==> config.mk <==
export PLATFORM = sky130hd
export DESIGN_NAME = fetch_pc_gen_flat
export DESIGN_NICKNAME = d
export VERILOG_FILES = /design/src/rtl/fetch_pc_gen_if.sv /design/src/rtl/fetch_pc_gen.sv /design/src/flat_wrapper.sv
export SDC_FILE = /design/constraint.sdc
export NUM_CORES = 1
export LEC_CHECK = 0
export ABC_AREA = 1
export BUFFER_PORTS_ARGS = -buffer_cell sky130_fd_sc_hd__buf_2
export CAP_MARGIN = 20
export CORE_MARGIN = 3
export CORE_UTILIZATION = 54
export DETAILED_ROUTE_END_ITERATION = 8
export GPL_TIMING_DRIVEN = 1
export MAX_ROUTING_LAYER = met4
export PLACE_DENSITY = 0.87
export SYNTH_ARGS = -nofsm -noshare
export SYNTH_HDL_FRONTEND = slang
export SYNTH_SLANG_ARGS = --single-unit
==> constraint.sdc <==
create_clock -name clk -period 3.7 [get_ports clk]
set_clock_uncertainty 0.1 [all_clocks]
set_input_delay 0.185 -clock clk [delete_from_list [all_inputs] [get_ports clk]]
set_output_delay 0.185 -clock clk [all_outputs]
set_load 0.03 [all_outputs]
==> src/rtl/fetch_pc_gen_if.sv <==
// Fetch request channel between the PC generator and the IF stage.
//   fetch_valid  gen -> IF   request valid
//   fetch_ready  IF  -> gen  IF accepts; accept = fetch_valid & fetch_ready
//   fetch_pc     gen -> IF   request address (XLEN)
//   fetch_mask   gen -> IF   live slots of the fetch group (FETCH_WIDTH)
//   fetch_epoch  gen -> IF   redirect epoch tag (EPOCH_W)
//   fetch_adef   gen -> IF   request address misaligned
interface fetch_pc_gen_if #(
  parameter int XLEN        = 32,
  parameter int FETCH_WIDTH = 1,
  parameter int EPOCH_W     = 2
);
  logic                   fetch_valid;
  logic                   fetch_ready;
  logic [XLEN-1:0]        fetch_pc;
  logic [FETCH_WIDTH-1:0] fetch_mask;
  logic [EPOCH_W-1:0]     fetch_epoch;
  logic                   fetch_adef;

  modport master (
    output fetch_valid, fetch_pc, fetch_mask, fetch_epoch, fetch_adef,
    input  fetch_ready
  );

  modport slave (
    input  fetch_valid, fetch_pc, fetch_mask, fetch_epoch, fetch_adef,
    output fetch_ready
  );
endinterface

==> src/rtl/fetch_pc_gen.sv <==
// Fetch-PC generator. Issues one aligned fetch group of FETCH_WIDTH
// instructions per accepted request, takes exception/branch redirects
// (exception wins), tags requests with a redirect epoch, flags misaligned
// targets and supports an IDLE halt with wake-up.
// Ports:
//   clk          in   clock, rising edge
//   rstn         in   synchronous active-low reset
//   fetch        master modport of fetch_pc_gen_if (request channel to IF)
//   ex_redirect  in   exception/ertn redirect, highest priority
//   ex_target    in   exception redirect target
//   br_redirect  in   branch-mispredict redirect (RUN only)
//   br_target    in   branch redirect target
//   idle_req     in   idle instruction committed, halt fetch
//   wake         in   interrupt pending, leave IDLE
module fetch_pc_gen #(
  parameter int              XLEN        = 32,
  parameter logic [XLEN-1:0] RESET_PC    = 32'h1c000000,
  parameter int              FETCH_WIDTH = 1,
  parameter int              EPOCH_W     = 2
) (
  input  logic                 clk,
  input  logic                 rstn,
  fetch_pc_gen_if.master       fetch,
  input  logic                 ex_redirect,
  input  logic [XLEN-1:0]      ex_target,
  input  logic                 br_redirect,
  input  logic [XLEN-1:0]      br_target,
  input  logic                 idle_req,
  input  logic                 wake
);

  typedef enum logic [1:0] {
    S_BOOT,
    S_RUN,
    S_IDLE,
    S_WAIT_EX
  } state_t;

  localparam logic [XLEN-1:0] GRP_BYTES = XLEN'(4 * FETCH_WIDTH);

  state_t                 r_state;
  logic                   r_valid;
  logic [XLEN-1:0]        r_pc;
  logic [FETCH_WIDTH-1:0] r_mask;
  logic [EPOCH_W-1:0]     r_epoch;
  logic                   r_adef;

  state_t                 w_nxt_state;
  logic [XLEN-1:0]        w_nxt_pc;
  logic [EPOCH_W-1:0]     w_nxt_epoch;
  logic                   w_nxt_adef;
  logic                   w_accept;
  logic                   w_redir;
  logic [XLEN-1:0]        w_target;
  logic [XLEN-1:0]        w_seq_pc;

  // Slot i is live when it sits at or after the entry slot of the group.
  function automatic logic [FETCH_WIDTH-1:0] mask_of(input logic [XLEN-1:0] pc);
    logic [FETCH_WIDTH-1:0] m;
    logic [XLEN-1:0]        off;
    off = (pc >> 2) & XLEN'(FETCH_WIDTH - 1);
    for (int unsigned i = 0; i < FETCH_WIDTH; i++) begin
      m[i] = (XLEN'(i) >= off);
    end
    return m;
  endfunction

  assign w_accept = r_valid & fetch.fetch_ready;
  assign w_target = ex_redirect ? ex_target : br_target;
  // Branch redirects only matter while fetching; ex works in any live state.
  assign w_redir  = ex_redirect | (br_redirect & (r_state == S_RUN));
  assign w_seq_pc = (r_pc & ~(GRP_BYTES - XLEN'(1))) + GRP_BYTES;

  always_comb begin
    w_nxt_state = r_state;
    w_nxt_pc    = r_pc;
    w_nxt_epoch = r_epoch;
    w_nxt_adef  = r_adef;
    if (r_state != S_BOOT && w_redir) begin
      w_nxt_pc    = w_target;
      w_nxt_epoch = r_epoch + EPOCH_W'(1);
      w_nxt_adef  = (w_target[1:0] != 2'b00);
      // A branch applied together with idle_req still halts; ex never does.
      if (r_state == S_RUN && !ex_redirect && idle_req) begin
        w_nxt_state = S_IDLE;
      end else begin
        w_nxt_state = S_RUN;
      end
    end else begin
      case (r_state)
        S_BOOT: w_nxt_state = S_RUN;
        S_RUN: begin
          if (idle_req) begin
            w_nxt_state = S_IDLE;
          end else if (w_accept) begin
            if (r_adef) begin
              w_nxt_state = S_WAIT_EX;
            end else begin
              w_nxt_pc   = w_seq_pc;
              w_nxt_adef = 1'b0;
            end
          end
        end
        S_IDLE: begin
          if (wake) w_nxt_state = S_RUN;
        end
        S_WAIT_EX: w_nxt_state = S_WAIT_EX;
        default:   w_nxt_state = S_BOOT;
      endcase
    end
  end

  always_ff @(posedge clk) begin
    if (!rstn) begin
      r_state <= S_BOOT;
      r_valid <= 1'b0;
      r_pc    <= RESET_PC;
      r_mask  <= mask_of(RESET_PC);
      r_epoch <= '0;
      r_adef  <= 1'b0;
    end else begin
      r_state <= w_nxt_state;
      r_valid <= (w_nxt_state == S_RUN);
      r_pc    <= w_nxt_pc;
      r_mask  <= mask_of(w_nxt_pc);
      r_epoch <= w_nxt_epoch;
      r_adef  <= w_nxt_adef;
    end
  end

  assign fetch.fetch_valid = r_valid;
  assign fetch.fetch_pc    = r_pc;
  assign fetch.fetch_mask  = r_mask;
  assign fetch.fetch_epoch = r_epoch;
  assign fetch.fetch_adef  = r_adef;

endmodule
==> src/flat_wrapper.sv <==
// flat-port wrapper written by rule: the top's interface ports become plain ports
module fetch_pc_gen_flat 
#(
  parameter int              XLEN        = 32,
  parameter logic [XLEN-1:0] RESET_PC    = 32'h1c000000,
  parameter int              FETCH_WIDTH = 1,
  parameter int              EPOCH_W     = 2
)
  (clk, rstn, ex_redirect, ex_target, br_redirect, br_target, idle_req, wake, fetch_fetch_valid, fetch_fetch_pc, fetch_fetch_mask, fetch_fetch_epoch, fetch_fetch_adef, fetch_fetch_ready);
  fetch_pc_gen_if #(.XLEN(XLEN), .FETCH_WIDTH(FETCH_WIDTH), .EPOCH_W(EPOCH_W)) fetch_i ();
  input  logic clk;
  input  logic rstn;
  input  logic ex_redirect;
  input  logic [XLEN-1:0] ex_target;
  input  logic br_redirect;
  input  logic [XLEN-1:0] br_target;
  input  logic idle_req;
  input  logic wake;
  output wire logic [$bits(fetch_i.fetch_valid)-1:0] fetch_fetch_valid;
  output wire logic [$bits(fetch_i.fetch_pc)-1:0] fetch_fetch_pc;
  output wire logic [$bits(fetch_i.fetch_mask)-1:0] fetch_fetch_mask;
  output wire logic [$bits(fetch_i.fetch_epoch)-1:0] fetch_fetch_epoch;
  output wire logic [$bits(fetch_i.fetch_adef)-1:0] fetch_fetch_adef;
  input wire logic [$bits(fetch_i.fetch_ready)-1:0] fetch_fetch_ready;
  assign fetch_fetch_valid = fetch_i.fetch_valid;
  assign fetch_fetch_pc = fetch_i.fetch_pc;
  assign fetch_fetch_mask = fetch_i.fetch_mask;
  assign fetch_fetch_epoch = fetch_i.fetch_epoch;
  assign fetch_fetch_adef = fetch_i.fetch_adef;
  assign fetch_i.fetch_ready = fetch_fetch_ready;
  fetch_pc_gen #(.XLEN(XLEN), .RESET_PC(RESET_PC), .FETCH_WIDTH(FETCH_WIDTH), .EPOCH_W(EPOCH_W)) u_core (.clk(clk), .rstn(rstn), .fetch(fetch_i), .ex_redirect(ex_redirect), .ex_target(ex_target), .br_redirect(br_redirect), .br_target(br_target), .idle_req(idle_req), .wake(wake));
endmodule
# Word level (Yosys, flattened, before mapping)
# Index checks and enable logic that the tools add are counted.
# totals
regBits	38
in_bits	71
out_inout_bits	37
elab_cells	45
# classes
addsub	2
n_eq_ne	6
mux	18
n_bitwise	3
reduce_logical	11
# ops
cell	n
$mux 32	6
$add 32x3->32 const B	1
$mux 2	6
$pmux 2 s4	1
$reduce_bool 2->1	4
$mux 1	5
$eq 2x1->1 const B	2
$eq 2x2->1 const B	2
$reduce_and 4->1	1
$logic_and 1x1->1	3
$reduce_and 3->1	1
$add 2x1->2 const B	1
$and 1x1->1	2
$logic_not 2->1	1
$ne 2x1->1 const B	1
$ne 2x2->1 const B	1
$logic_not 1->1	1
$or 1x1->1	1

# Logic depth before layout (Yosys ltp)
# Gate-level depths: netlist (run 1).
# logic_depth
word_depth	6
mapped_depth	12
ltp_nobuf	12

# Least setup slack after synthesis (run 1)
# OpenSTA, ideal clock, no wires.
# synth_timing
path_type	register -> register
start	register u_core.r_pc[2] (netlist: u_core.fetch.fetch_pc[2])
end	register u_core.r_pc[28] (netlist: u_core.fetch.fetch_pc[28])
setup_time_ns	0.112
t_arrival_ns	1.653
required_time_ns	3.488
setup_slack_ns	1.835
path_stages_with_launch	13
path_buffers	0
synth_period_minus_slack_ns	1.865
cell_sequence	dfxtp_1 -> ha_1 -> nand3_1 -> inv_1 -> nand2_1 -> nor2_1 -> nand2_1 -> nand2_1 -> nand2_1 -> nand2_1 -> nand2_1 -> nand2_1 -> nand2_1
# synth_between
elab_chain_len	6
# synth_lines
element	line_no	text
from (decl)	fetch_pc_gen.sv:43	logic [XLEN-1:0] r_pc;
from (signal assigned)	fetch_pc_gen.sv:124	r_pc <= w_nxt_pc;
$add 32x3->32	fetch_pc_gen.sv:72	assign w_seq_pc = (r_pc & ~(GRP_BYTES - XLEN'(1))) + GRP_BYTES;
$mux 32	fetch_pc_gen.sv:96	if (r_adef) begin
$mux 32	fetch_pc_gen.sv:95	end else if (w_accept) begin
$mux 32	fetch_pc_gen.sv:93	if (idle_req) begin
$mux 32	fetch_pc_gen.sv:90	case (r_state)
$mux 32	fetch_pc_gen.sv:79	if (r_state != S_BOOT && w_redir) begin
# No other way between the ends. The select of a mux whose other input is x is not followed.
# A chain may end at the register's enable or synchronous reset.

# Final worst setup path (run 1)
# layout_timing
start	register u_core.r_state[1]
end	register u_core.r_pc[17] (netlist: u_core.fetch.fetch_pc[17])
# layout_between
elab_chain_len	6
word_cells_on_any_way	11
cone_classes	3 x eq/ne; 1 x mux; 2 x bitwise; 5 x reduce/logical
# layout_lines
element	line_no	text
from (decl)	fetch_pc_gen.sv:41	state_t r_state;
from (signal assigned)	fetch_pc_gen.sv:122	r_state <= w_nxt_state;
$eq 2x1->1	fetch_pc_gen.sv:71, fetch_pc_gen.sv:90	
$and 1x1->1	fetch_pc_gen.sv:71	assign w_redir = ex_redirect | (br_redirect & (r_state == S_RUN));
$or 1x1->1	fetch_pc_gen.sv:71	
$logic_and 1x1->1	fetch_pc_gen.sv:79	
$ne 2x2->1 (no line) (tied with other cells)	n/a	
$reduce_and 4->1 (no line)	n/a	
# Several ways; a longest one is shown, not always the timed one.

==> summary.md, run 1 <==
| Metric | Value |
|---|---|
| Outcome | completed |
| RSZ-0062 raised after global routing | no |
| Finished Layout Cells | 664 |
| Number of cell rows | 26 |
| HPWL Detailed | 6650 µm |
| ANT cells | 0 |
| Clock Latency Late Sink | 0.30 ns |
| Pwr Total | 0.00126 W |
| # placed instances | 657 |
| Pint | 0.000733 W |
| CTS tree | built |
| Core box area | 5140 µm² |
| Number of nets in the layout | 666 |
| Die ar. | 6270 µm² |
| Synth async-reset ratio | 0% |
| Mean Syn Cell Area | 5.78 µm² |
| Synth Flop Type | dfxtp_1 |
| GRT Overall Usage | 29.8% |
| Worst Max-Slew Pin Slew | 0.592 ns |
| Crit Path Max Fanout | 39 |
| Die width | 79.2 µm |
| Register-to-Register Setup Slack | 1.47 ns |
| Synth top area cells | dfxtp_1 (26%), nand2_1 (20%), nor2_1 (13%) |
| Pre-CTS setup slack | 1.37 ns |
| TritonCTS Buffers | 5 |
| Mapped Area | 2890 µm² |
| Setup Crit Path Kind | register to register |
| DRC Markers | 0 |
| DR pass1 iterations | 6 |
| Vias | 3,567 |
| Number of flops mapped to enable cells by yosys | 0 |
| Final Max Slew Viols | 0 |
| Final hold vios | 0 |
| Setup-failing EPs final | 0 |
| Die height | 79.2 µm |
| Max Cap Viol | 0 |
| Syn Inst Count | 500 |
| First-pass GRT wire length | 14,600 µm |
| Routed vias/inst | 5.37 |
| Setup Total Neg Slack | 0 ns |
| Vias in the first global route | 3,261 |
| Cell accounting for the most synthesized area | dfxtp_1 |
| Register share of total power | 42.0% |
| Yosys top cell area share | 26.3% |
| Layout cells sized above 1 | 22.4% |
| WL per Instance | 13.4 µm |
| Top post-synthesis cells by count | nand2_1 (155), nor2_1 (99), inv_1 (41), dfxtp_1 (38), o21ai_0 (35) |
| Grt ovf | 0 |
| CP required | 3.85 ns |
| Synth warnings | 0 |
| Min Tclk post-route | 2.23 ns |
| Switching share of power | 41.7% |
| CTS Hold Bufs | 0 |
| Setup ws final | 1.47 ns |
| Aggregate routed wire length | 8880 µm |
| Post_cts resized | 0 |
| Tightest Hold Check Type | primary input to register |
| P_sw | 0.000524 W |
| Worst-path clk slew | 0.08 ns |
| Logic pwr share | 35.4% |
| Seq/Total Area, Yosys | 26.3% |
| Initial DRC count | 309 |
| Net Count, Synth | 572 |
| Max Buffers Root-to-Sink | 2 |
| RD Place Congestion | 0.921 |
| IO buf count | 106 |
| Pin count of the biggest net entering global routing | 40 |
| Hold WS | 0.115 ns |
| Area Overhead vs Synth | 20.5% |
| Top-count cell post-synth | nand2_1 |
| H-tree depth | 2 |
| Initial core utilization | 56.3% |
| Tcrit/Tclk final | 60.4% |
| PwrDens | 361 nW/µm² |
| Worst IR drop on VDD | 0.233 mV |
| P_leak | 1.73 nW |
| Initial antenna violation count | 0 |
| Maximum clock frequency | 448 MHz |
| Arrival time at the worst endpoint | 2.38 ns |
| Top Ports | 108 |
| Max transition margin | 60.4% |
| # Post-CTS Setup Buffers | 0 |
| Startpoint Class | register |
| Synth Register Bits | 38 |
| CP endpoint kind | register |
| Post-DRT Antenna Nets | 0 |
| Root buffer cell | clkbuf_8 |
| Yosys cell types | 33 |
| Clk sinks | 38 |
| Clk pwr share | 22.6% |
[routing by layer]
layer | track usage [%] | share of wire [%] | wire, µm
met5 | - | 0 | 0
met4 | 7.56 | 1.2 | 109
met3 | 4.76 | 7.2 | 640
met2 | 49.3 | 48 | 4270
met1 | 37.9 | 44 | 3870
[per-stage QoR]
stage | cell area [µm²] | utilization, %
after CTS | 3480 | 67.8
after floorplan | 2890 | -
after global routing | 3480 | 67.8
after global placement | 3400 | 66.2
after detailed placement | 3400 | 66.2
final | 3480 | 67.8
[power by group through the flow]
stage               Combinational, W  Sequential [W]  Clock (W)
global placement            0.000431        0.000534          0
floorplan                   0.000229        0.000614          0
global route                0.000491        0.000537   0.000302
finish                      0.000444        0.000528   0.000284
CTS                         0.000443        0.000525   0.000280
detailed placement          0.000442        0.000534          0
[cell type report]
cell class              instances  area [µm²]
multi-input cells             398        1850
fillers                       513        1660
flip-flops and latches         38         761
repair buffers                107         538
inverters                      44         168
well taps                      70        87.6
clock buffers                   5        68.8
clock inverters                 2        10.0
[worst paths after layout]
path,depth (start not counted),end,start
max,9,u_core.fetch.fetch_pc[17],u_core.r_state[1]
min,3,u_core.fetch.fetch_pc[8],br_target[8]
max reg2reg,9,u_core.fetch.fetch_pc[17],u_core.r_state[1]
min reg2reg,2,u_core.fetch.fetch_epoch[1],u_core.fetch.fetch_epoch[1]
[worst max-delay path: stages, from the launching register on]
cell and delay, ns:
dfxtp_1 0.30, inv_1 0.15, nand2_1 0.14, o21ai_4 0.11, nand2_4 0.30, nand2_2 0.57
inv_1 0.21, a21oi_1 0.15, o21ai_0 0.09, inv_1 0.06
[cell usage in the layout, fill, tap and decap left out, types with 3 or more instances in the layout]
master,Yosys,routed
inv_1,41,41
nand3_1,26,26
nand2_1,155,155
nand3b_1,5,5
a31oi_1,6,6
o211ai_1,9,9
clkbuf_8,0,5
a211oi_1,4,4
a21oi_1,21,21
nand2_2,3,3
buf_2,6,106
o31ai_2,4,4
o31ai_1,5,5
or2_2,4,4
o21ai_0,35,35
dfxtp_1,38,38
xor2_1,4,4
nor3_1,6,6
nand4_1,3,3
nor2_1,99,99
[registers in the layout (all words and copies together) (netlist names)]
register                  count
u_core.fetch.fetch_valid      1
u_core.fetch.fetch_pc        32
u_core.fetch.fetch_adef       1
u_core.fetch.fetch_epoch      2
u_core.r_state                2
[cells by family after synthesis]
| logic type | share of synthesized area (%) |
|---|---|
| AOI/OAI and AO/OA | 18.0 |
| xor gates and xnor gates | 1.21 |
| adders and majority gates | 0.433 |
| buffers and inverters | 9.69 |
| DFF | 26.3 |
| other | 0.130 |
| and+or+nand+nor | 44.3 |
(Power assumes the default switching activity.)
==> run 2: changes to the inputs <==
Settings changed: ABC_AREA 1 to 0, CORE_UTILIZATION 54 to 43, PLACE_DENSITY 0.87 to 0.76.
Clock period 3.7 ns to 1.95 ns, I/O delays scaled along.
==> summary.md, run 2 <==
| Metric | Value |
|---|---|
| Worst-path cell with the longest stage delay | or4_4 (was nand2_2) |
| Synth warnings | 0 (unchanged) |
| CP delay by family, top | simple AND/OR/NAND/NOR gates (unchanged) |
| Setup Total Neg Slack | 0 ns (unchanged) |
| WL per Instance | 16.5 µm (was 13.4 µm) |
| CTS Hold Bufs | 0 (unchanged) |
| Net Count, Synth | 379 (was 572) |
| Number of flops mapped to enable cells by yosys | 0 (unchanged) |
| Final Max Slew Viols | 0 (unchanged) |
| Critical Path Stages | 5 (was 9) |
| Min Tclk post-route | 1.93 ns (was 2.23 ns) |
| Post-Synth Adder-Cell Area | 0.503% (was 0.433%) |
| Clock Latency Late Sink | 0.30 ns (about the same) |
| PwrDens | 679 nW/µm² (was 361 nW/µm²) |
| Worst R2R Start | u_core.fetch.fetch_pc[9] (was u_core.r_state[1]) |
| Number of cell rows | 27 (was 26) |
| Tcrit/Tclk final | 99.1% (was 60.4%) |
| Largest register FFs | 32 (unchanged) |
| Worst Max-Slew Pin Slew | 0.504 ns (was 0.592 ns) |
| Tightest Hold Check Type | primary input to register (unchanged) |
| Layout cells sized above 1 | 51.6% (was 22.4%) |
| Arrival time at the worst endpoint | 2.01 ns (was 2.38 ns) |
| Maximum clock frequency | 518 MHz (was 448 MHz) |
| Initial DRC count | 299 (was 309) |
| Core box area | 5540 µm² (was 5140 µm²) |
| FF-to-FF End | u_core.fetch.fetch_pc[28] (was u_core.fetch.fetch_pc[17]) |
| ANT cells | 0 (unchanged) |
| Max Buffers Root-to-Sink | 2 (unchanged) |
| Reg2Reg Depth | 5 (was 9) |
| Crit-path max cell delay | 0.56 ns (was 0.57 ns) |
| Die ar. | 6740 µm² (was 6270 µm²) |
| Post-synthesis xor/xnor area fraction | 1.41% (was 1.21%) |
| DRC Markers | 0 (unchanged) |
| Initial core utilization | 44.9% (was 56.3%) |
| TritonCTS Buffers | 5 (unchanged) |
| Post-DRT Antenna Nets | 0 (unchanged) |
| Root buffer cell | clkbuf_8 (unchanged) |
| Crit-path cells | nand3_2 > or4_4 > or3_4 > nor4_4 > o31ai_1 (was inv_1 > nand2_1 > o21ai_4 > nand2_4 > nand2_2 > inv_1 > a21oi_1 > o21ai_0 > inv_1) |
| Final hold vios | 0 (unchanged) |
| Synth async-reset ratio | 0% (unchanged) |
| Switching share of power | 37.3% (was 41.7%) |
| P_leak | 1.56 nW (was 1.73 nW) |
| Vias | 3,063 (was 3,567) |
| Yosys cell types | 51 (was 33) |
| Mapped Area | 2490 µm² (was 2890 µm²) |
| Fill count | 502 (was 513) |
| Synth top area cells | dfxtp_1 (31%), mux2_2 (7.2%), mux2i_1 (5.2%) (was dfxtp_1 (26%), nand2_1 (20%), nor2_1 (13%)) |
| CP required | 2.03 ns (was 3.85 ns) |
| Post-synthesis simple-gate area fraction | 26.5% (was 44.3%) |
| Grt ovf | 0 (unchanged) |
| Outcome | completed (unchanged) |
| Area Overhead vs Synth | 47.5% (was 20.5%) |
| Most frequent cells in the layout | buf_2 (106), buf_4 (44), o21ai_0 (18), nand2_1 (17) (was nand2_1 (155), buf_2 (106), nor2_1 (99), inv_1 (41), dfxtp_1 (38)) |
| Top post-synthesis cells by count | dfxtp_1 (38), nand2_1 (18), nand3_1 (18), o21ai_0 (18) (was nand2_1 (155), nor2_1 (99), inv_1 (41), dfxtp_1 (38), o21ai_0 (35)) |
| Aggregate routed wire length | 8510 µm (was 8880 µm) |
| RD Place Congestion | 0.946 (was 0.921) |
| First-pass GRT wire length | 13,100 µm (was 14,600 µm) |
| Register share of total power | 39.2% (was 42.0%) |
| Top-count cell post-synth | dfxtp_1 (was nand2_1) |
| Setup-failing EPs final | 0 (unchanged) |
| H-tree depth | 2 (unchanged) |
| CP bufs+invs | 0 (was 3) |
| IO buf count | 106 (unchanged) |
| Setup ws final | 0.0184 ns (was 1.47 ns) |
| Worst IR drop on VDD | 0.451 mV (was 0.233 mV) |
| DR pass1 iterations | 5 (was 6) |
| Startpoint Class | register (unchanged) |
| Logic pwr share | 35.9% (was 35.4%) |
| Die width | 82.1 µm (was 79.2 µm) |
| CP endpoint kind | register (unchanged) |
| Pin count of the biggest net entering global routing | 28 (was 40) |
| Compound-gate portion of the synthesized area | 24.3% (was 18.0%) |
| Max transition margin | 66.4% (was 60.4%) |
| Crit Path Max Fanout | 4 (was 39) |
| Synth Register Bits | 38 (unchanged) |
| Pint | 0.00156 W (was 0.000733 W) |
| CTS tree | built (unchanged) |
| Die height | 82.1 µm (was 79.2 µm) |
| Setup crit end | u_core.fetch.fetch_pc[28] (was u_core.fetch.fetch_pc[17]) |
| Largest family of logic cells by synthesized area | simple AND/OR/NAND/NOR gates (unchanged) |
| Syn Inst Count | 307 (was 500) |
| Mux cell area share after synthesis | 12.5% (was 0%) |
| Yosys top cell area share | 30.6% (was 26.3%) |
| RSZ-0062 raised after global routing | yes (was no) |
| CP startpoint | u_core.fetch.fetch_pc[9] (was u_core.r_state[1]) |
| GRT Overall Usage | 25.5% (was 29.8%) |
| Setup Crit Path Kind | register to register (unchanged) |
| Seq/Total Area, Yosys | 30.6% (was 26.3%) |
| Vias in the first global route | 2,807 (was 3,261) |
| Top Ports | 108 (unchanged) |
| Max Cap Viol | 0 (unchanged) |
| HPWL Detailed | 6140 µm (was 6650 µm) |
| Cell accounting for the most synthesized area | dfxtp_1 (unchanged) |
| Register-to-Register Setup Slack | 0.02 ns (was 1.47 ns) |
| Commonest non-fill, non-tap cell in the layout | buf_2 (was nand2_1) |
| Worst-path clk slew | 0.08 ns (about the same) |
| Initial antenna violation count | 0 (unchanged) |
| Mean Syn Cell Area | 8.11 µm² (was 5.78 µm²) |
| P_sw | 0.000928 W (was 0.000524 W) |
| Routed vias/inst | 5.94 (was 5.37) |
| Synth Flop Type | dfxtp_1 (unchanged) |
| Clk sinks | 38 (unchanged) |
| Clk pwr share | 25.0% (was 22.6%) |
| Number of nets in the layout | 515 (was 666) |
| Pre-CTS setup slack | -0.0603 ns (was 1.37 ns) |
==> run 2: changes by cell type in the layout (fill, tap and decap cells not counted), moves of 16 or more <==
cell / delta
dfxtp_1: -24
mux2_2: +16
inv_1: -38
o21ai_0: -17
buf_4: +43
nand2_1: -138
nor2_1: -83
==> run 2: cells by family after synthesis <==
logic type | Yosys count
AOI/OAI and AO/OA | 89
xor gates and xnor gates | 4
adders and majority gates | 1
buffers and inverters | 25
DFF | 38
muxes | 29
other | 1
and+or+nand+nor | 120
==> run 2: layer usage <==
layer	part of all wire (%)	track usage (%)	up-vias	routed length, µm
met1	42	31.9	1428	3570
met4	1.1	6.81	0	93
met3	7.8	4.71	17	666
met2	49	42.2	152	4180
li1	-	-	1466	-
met5	0	-	-	0
==> run 2: power groups by stage <==
| stage | Clock, W | Combinational (W) | Sequential (W) |
|---|---|---|---|
| 3_3_place_gp | 0 | 0.000842 | 0.000986 |
| 4_1_cts | 0.000630 | 0.000861 | 0.000973 |
| 3_5_place_dp | 0 | 0.000854 | 0.000990 |
| 5_1_grt | 0.000675 | 0.000968 | 0.000990 |
| 2_1_floorplan | 0 | 0.000339 | 0.00117 |
| 6_report | 0.000622 | 0.000894 | 0.000975 |
==> run 2: how the worst min path moves through the flow <==
stage / startpoint / endpoint / slack, ns / depth (start not counted)
final: br_target[14] / u_core.fetch.fetch_pc[14] / 0.06 / 3
after floorplan: br_redirect / u_core.fetch.fetch_pc[5] / 0.19 / 2
after global placement: ex_target[10] / u_core.fetch.fetch_pc[10] / 0.33 / 3
after detailed placement: ex_target[10] / u_core.fetch.fetch_pc[10] / 0.36 / 3
after CTS: br_target[14] / u_core.fetch.fetch_pc[14] / 0.05 / 3
after global routing: ex_target[10] / u_core.fetch.fetch_pc[10] / 0.06 / 3
==> run 2: worst register-to-register path: cells and delay by family, from the launching register on <==
family | cells | cell delay, ns
compound gates | 1 | 0.11
simple gates | 4 | 1.24
flops | 1 | 0.37
==> run 2: repair_timing <==
action	in CTS	in global routing
resized for setup	5	27
endpoints found under the setup margin	4	13
pin swaps	0	9
buffers inserted	0	3
==> run 2: cell type report <==
| cell class | count | area [µm²] | area share (%) |
|---|---|---|---|
| Clock inverter | 2 | 10.0 | 0.273 |
| Tap cell | 72 | 90.1 | 2.45 |
| Multi-Input combinational cell | 244 | 1770 | 48.2 |
| Clock buffer | 6 | 93.8 | 2.56 |
| Timing Repair Buffer | 151 | 872 | 23.8 |
| Sequential cell | 38 | 823 | 22.4 |
| Inverter | 3 | 11.3 | 0.307 |
==> run 2: through the flow <==
stage          utilization (%)  hold slack [ns]  power (W)  std cells  area (µm²)
2_1_floorplan                -            0.193    0.00151        307        2570
3_3_place_gp              61.7            0.331    0.00183        505        3420
3_5_place_dp              61.7            0.363    0.00184        505        3420
5_1_grt                   66.3           0.0606    0.00263        516        3670
6_report                  66.3           0.0621    0.00249        516        3670
4_1_cts                   63.9           0.0549    0.00246        513        3540
==> run 3: changes to the inputs <==
Settings changed: CELL_PAD_IN_SITES_DETAIL_PLACEMENT set to 0, CELL_PAD_IN_SITES_GLOBAL_PLACEMENT set to 1, CORE_UTILIZATION 43 to 30, PLACE_DENSITY 0.76 to not set, PLACE_DENSITY_LB_ADDON set to 0.1.
==> summary.md, run 3 (synthesis results as in run 2) <==
| Metric | Value |
|---|---|
| Worst-path clk slew | 0.08 ns (about the same) |
| Number of nets in the layout | 519 (was 515) |
| Root buffer cell | clkbuf_8 (unchanged) |
| Initial core utilization | 31.6% (was 44.9%) |
| Commonest non-fill, non-tap cell in the layout | buf_2 (unchanged) |
| Largest register FFs | 32 (unchanged) |
| Initial antenna violation count | 0 (unchanged) |
| WL per Instance | 16.0 µm (was 16.5 µm) |
| Reg2Reg Depth | 5 (unchanged) |
| Number of cell rows | 32 (was 27) |
| Top Ports | 108 (unchanged) |
| Worst-path cell with the longest stage delay | or4_4 (unchanged) |
| GRT Overall Usage | 19.3% (was 25.5%) |
| CP endpoint kind | register (unchanged) |
| TritonCTS Buffers | 5 (unchanged) |
| Setup-failing EPs final | 0 (unchanged) |
| Hold Crit Endpoint | u_core.fetch.fetch_pc[11] (was u_core.fetch.fetch_pc[14]) |
| Crit-path cells | nand3_4 > or4_4 > or3_4 > nor4_4 > o31ai_1 (was nand3_2 > or4_4 > or3_4 > nor4_4 > o31ai_1) |
| RSZ-0062 raised after global routing | yes (unchanged) |
| Setup Crit Path Kind | register to register (unchanged) |
| IO buf count | 106 (unchanged) |
| CP required | 2.02 ns (was 2.03 ns) |
| Vias in the first global route | 2,890 (was 2,807) |
| Aggregate routed wire length | 8810 µm (was 8510 µm) |
| First-pass GRT wire length | 14,600 µm (was 13,100 µm) |
| Pin count of the biggest net entering global routing | 33 (was 28) |
| Die height | 97.1 µm (was 82.1 µm) |
| ANT cells | 0 (unchanged) |
| CP bufs+invs | 0 (unchanged) |
| Max Cap Viol | 0 (unchanged) |
| Crit Path Max Fanout | 5 (was 4) |
| Arrival time at the worst endpoint | 1.99 ns (was 2.01 ns) |
| Die width | 97.1 µm (was 82.1 µm) |
| Worst IR drop on VDD | 0.300 mV (was 0.451 mV) |
| Layout cells sized above 1 | 49.6% (was 51.6%) |
| Grt ovf | 0 (unchanged) |
| Finished Layout Cells | 550 (was 516) |
| Routed vias/inst | 5.36 (was 5.94) |
| CP startpoint | u_core.fetch.fetch_pc[21] (was u_core.fetch.fetch_pc[9]) |
| Setup Total Neg Slack | 0 ns (unchanged) |
| Initial DRC count | 139 (was 299) |
| Hold Startpoint | br_target[11] (was br_target[14]) |
| Crit-path max cell delay | 0.57 ns (was 0.56 ns) |
| Vias | 2,948 (was 3,063) |
| Max Buffers Root-to-Sink | 2 (unchanged) |
| DR pass1 iterations | 6 (was 5) |
| Maximum clock frequency | 522 MHz (was 518 MHz) |
| Worst R2R Start | u_core.fetch.fetch_pc[21] (was u_core.fetch.fetch_pc[9]) |
| Die ar. | 9420 µm² (was 6740 µm²) |
| PwrDens | 650 nW/µm² (was 679 nW/µm²) |
| Hold WS | 0.0480 ns (was 0.0621 ns) |
| HPWL Detailed | 6730 µm (was 6140 µm) |
| Startpoint Class | register (unchanged) |
| Min Tclk post-route | 1.92 ns (was 1.93 ns) |
| Register-to-Register Setup Slack | 0.03 ns (was 0.02 ns) |
| CTS tree | built (unchanged) |
| CTS Hold Bufs | 0 (unchanged) |
| Most frequent cells in the layout | buf_2 (106), buf_4 (46), nand2_1 (18), o21ai_0 (18) (was buf_2 (106), buf_4 (44), o21ai_0 (18), nand2_1 (17)) |
| FF-to-FF End | u_core.fetch.fetch_pc[28] (unchanged) |
| Core box area | 7890 µm² (was 5540 µm²) |
| Tcrit/Tclk final | 98.2% (was 99.1%) |
| Final hold vios | 0 (unchanged) |
| H-tree depth | 2 (unchanged) |
| Pwr Total | 0.00241 W (was 0.00249 W) |
| Clock Latency Late Sink | 0.29 ns (was 0.30 ns) |
| Outcome | completed (unchanged) |
| Post-DRT Antenna Nets | 0 (unchanged) |
| Hold path cells | 3 (unchanged) |
| Area Overhead vs Synth | 49.3% (was 47.5%) |
| # placed instances | 538 (was 505) |
| RD Place Congestion | 0.808 (was 0.946) |
| DRC Markers | 0 (unchanged) |
| P_leak | 1.55 nW (was 1.56 nW) |
| Final Max Slew Viols | 0 (unchanged) |
| Clk sinks | 38 (unchanged) |
| CP delay by family, top | simple AND/OR/NAND/NOR gates (unchanged) |
| Tightest Hold Check Type | primary input to register (unchanged) |
==> run 3: changes by cell type in the layout (fill, tap and decap cells not counted), sizes merged <==
cell and change:
buf +4
==> run 3: worst min-delay path, delay by kind of cell <==
kind	cells	cell delay [ns]
buf+inv	1	0.10
compound gates	1	0.08
mux	1	0.12
==> run 3: where the power goes <==
| part | switching [W] | internal, W |
|---|---|---|
| clock network | 0.000284 | 0.000246 |
| logic | 0.000541 | 0.000376 |
| registers | 0.0000879 | 0.000879 |
| total | 0.000913 | 0.00150 |
==> run 3: how the worst max path moves through the flow <==
stage | to | cells past startpoint
6_report | u_core.fetch.fetch_pc[28] | 5
5_1_grt | u_core.fetch.fetch_pc[28] | 5
4_1_cts | u_core.fetch.fetch_pc[31] | 6
3_5_place_dp | u_core.fetch.fetch_pc[28] | 5
3_3_place_gp | u_core.fetch.fetch_pc[31] | 6
2_1_floorplan | u_core.fetch.fetch_pc[28] | 6
==> run 3: timing repair <==
item                                    CTS  global route
pin swaps                                 0             7
endpoints found under the setup margin    3            16
setup buffers                             0             4
gates resized for setup                   1            21
==> run 3: through the flow <==
stage / worst slack [ns] / util (%) / instance area, µm²
after floorplan: -0.0929 / - / 2570
final: 0.0349 / 47.1 / 3720
after CTS: 0.00913 / 45.6 / 3600
after global routing: -0.0352 / 47.1 / 3720
after detailed placement: -0.0465 / 44.6 / 3510
after global placement: 0.00508 / 44.6 / 3510
==> run 3: final cells by class <==
class                           instances  area (µm²)
Clock buffer                            6        72.6
Clock inverter                          2        8.76
Fill cell                             823        4170
Inverter                                3        11.3
Multi-Input combinational cell        244        1740
Sequential cell                        38         820
Tap cell                              102         128
Timing Repair Buffer                  155         936
==> run 3: routing by layer <==
| metal | track usage, % | up-vias | wire length (µm) |
|---|---|---|---|
| li1 | - | 1472 | - |
| met1 | 25.4 | 1374 | 4050 |
| met2 | 30.8 | 93 | 4160 |
| met3 | 3.59 | 9 | 505 |
| met4 | 4.43 | 0 | 98 |
| met5 | - | - | 0 |
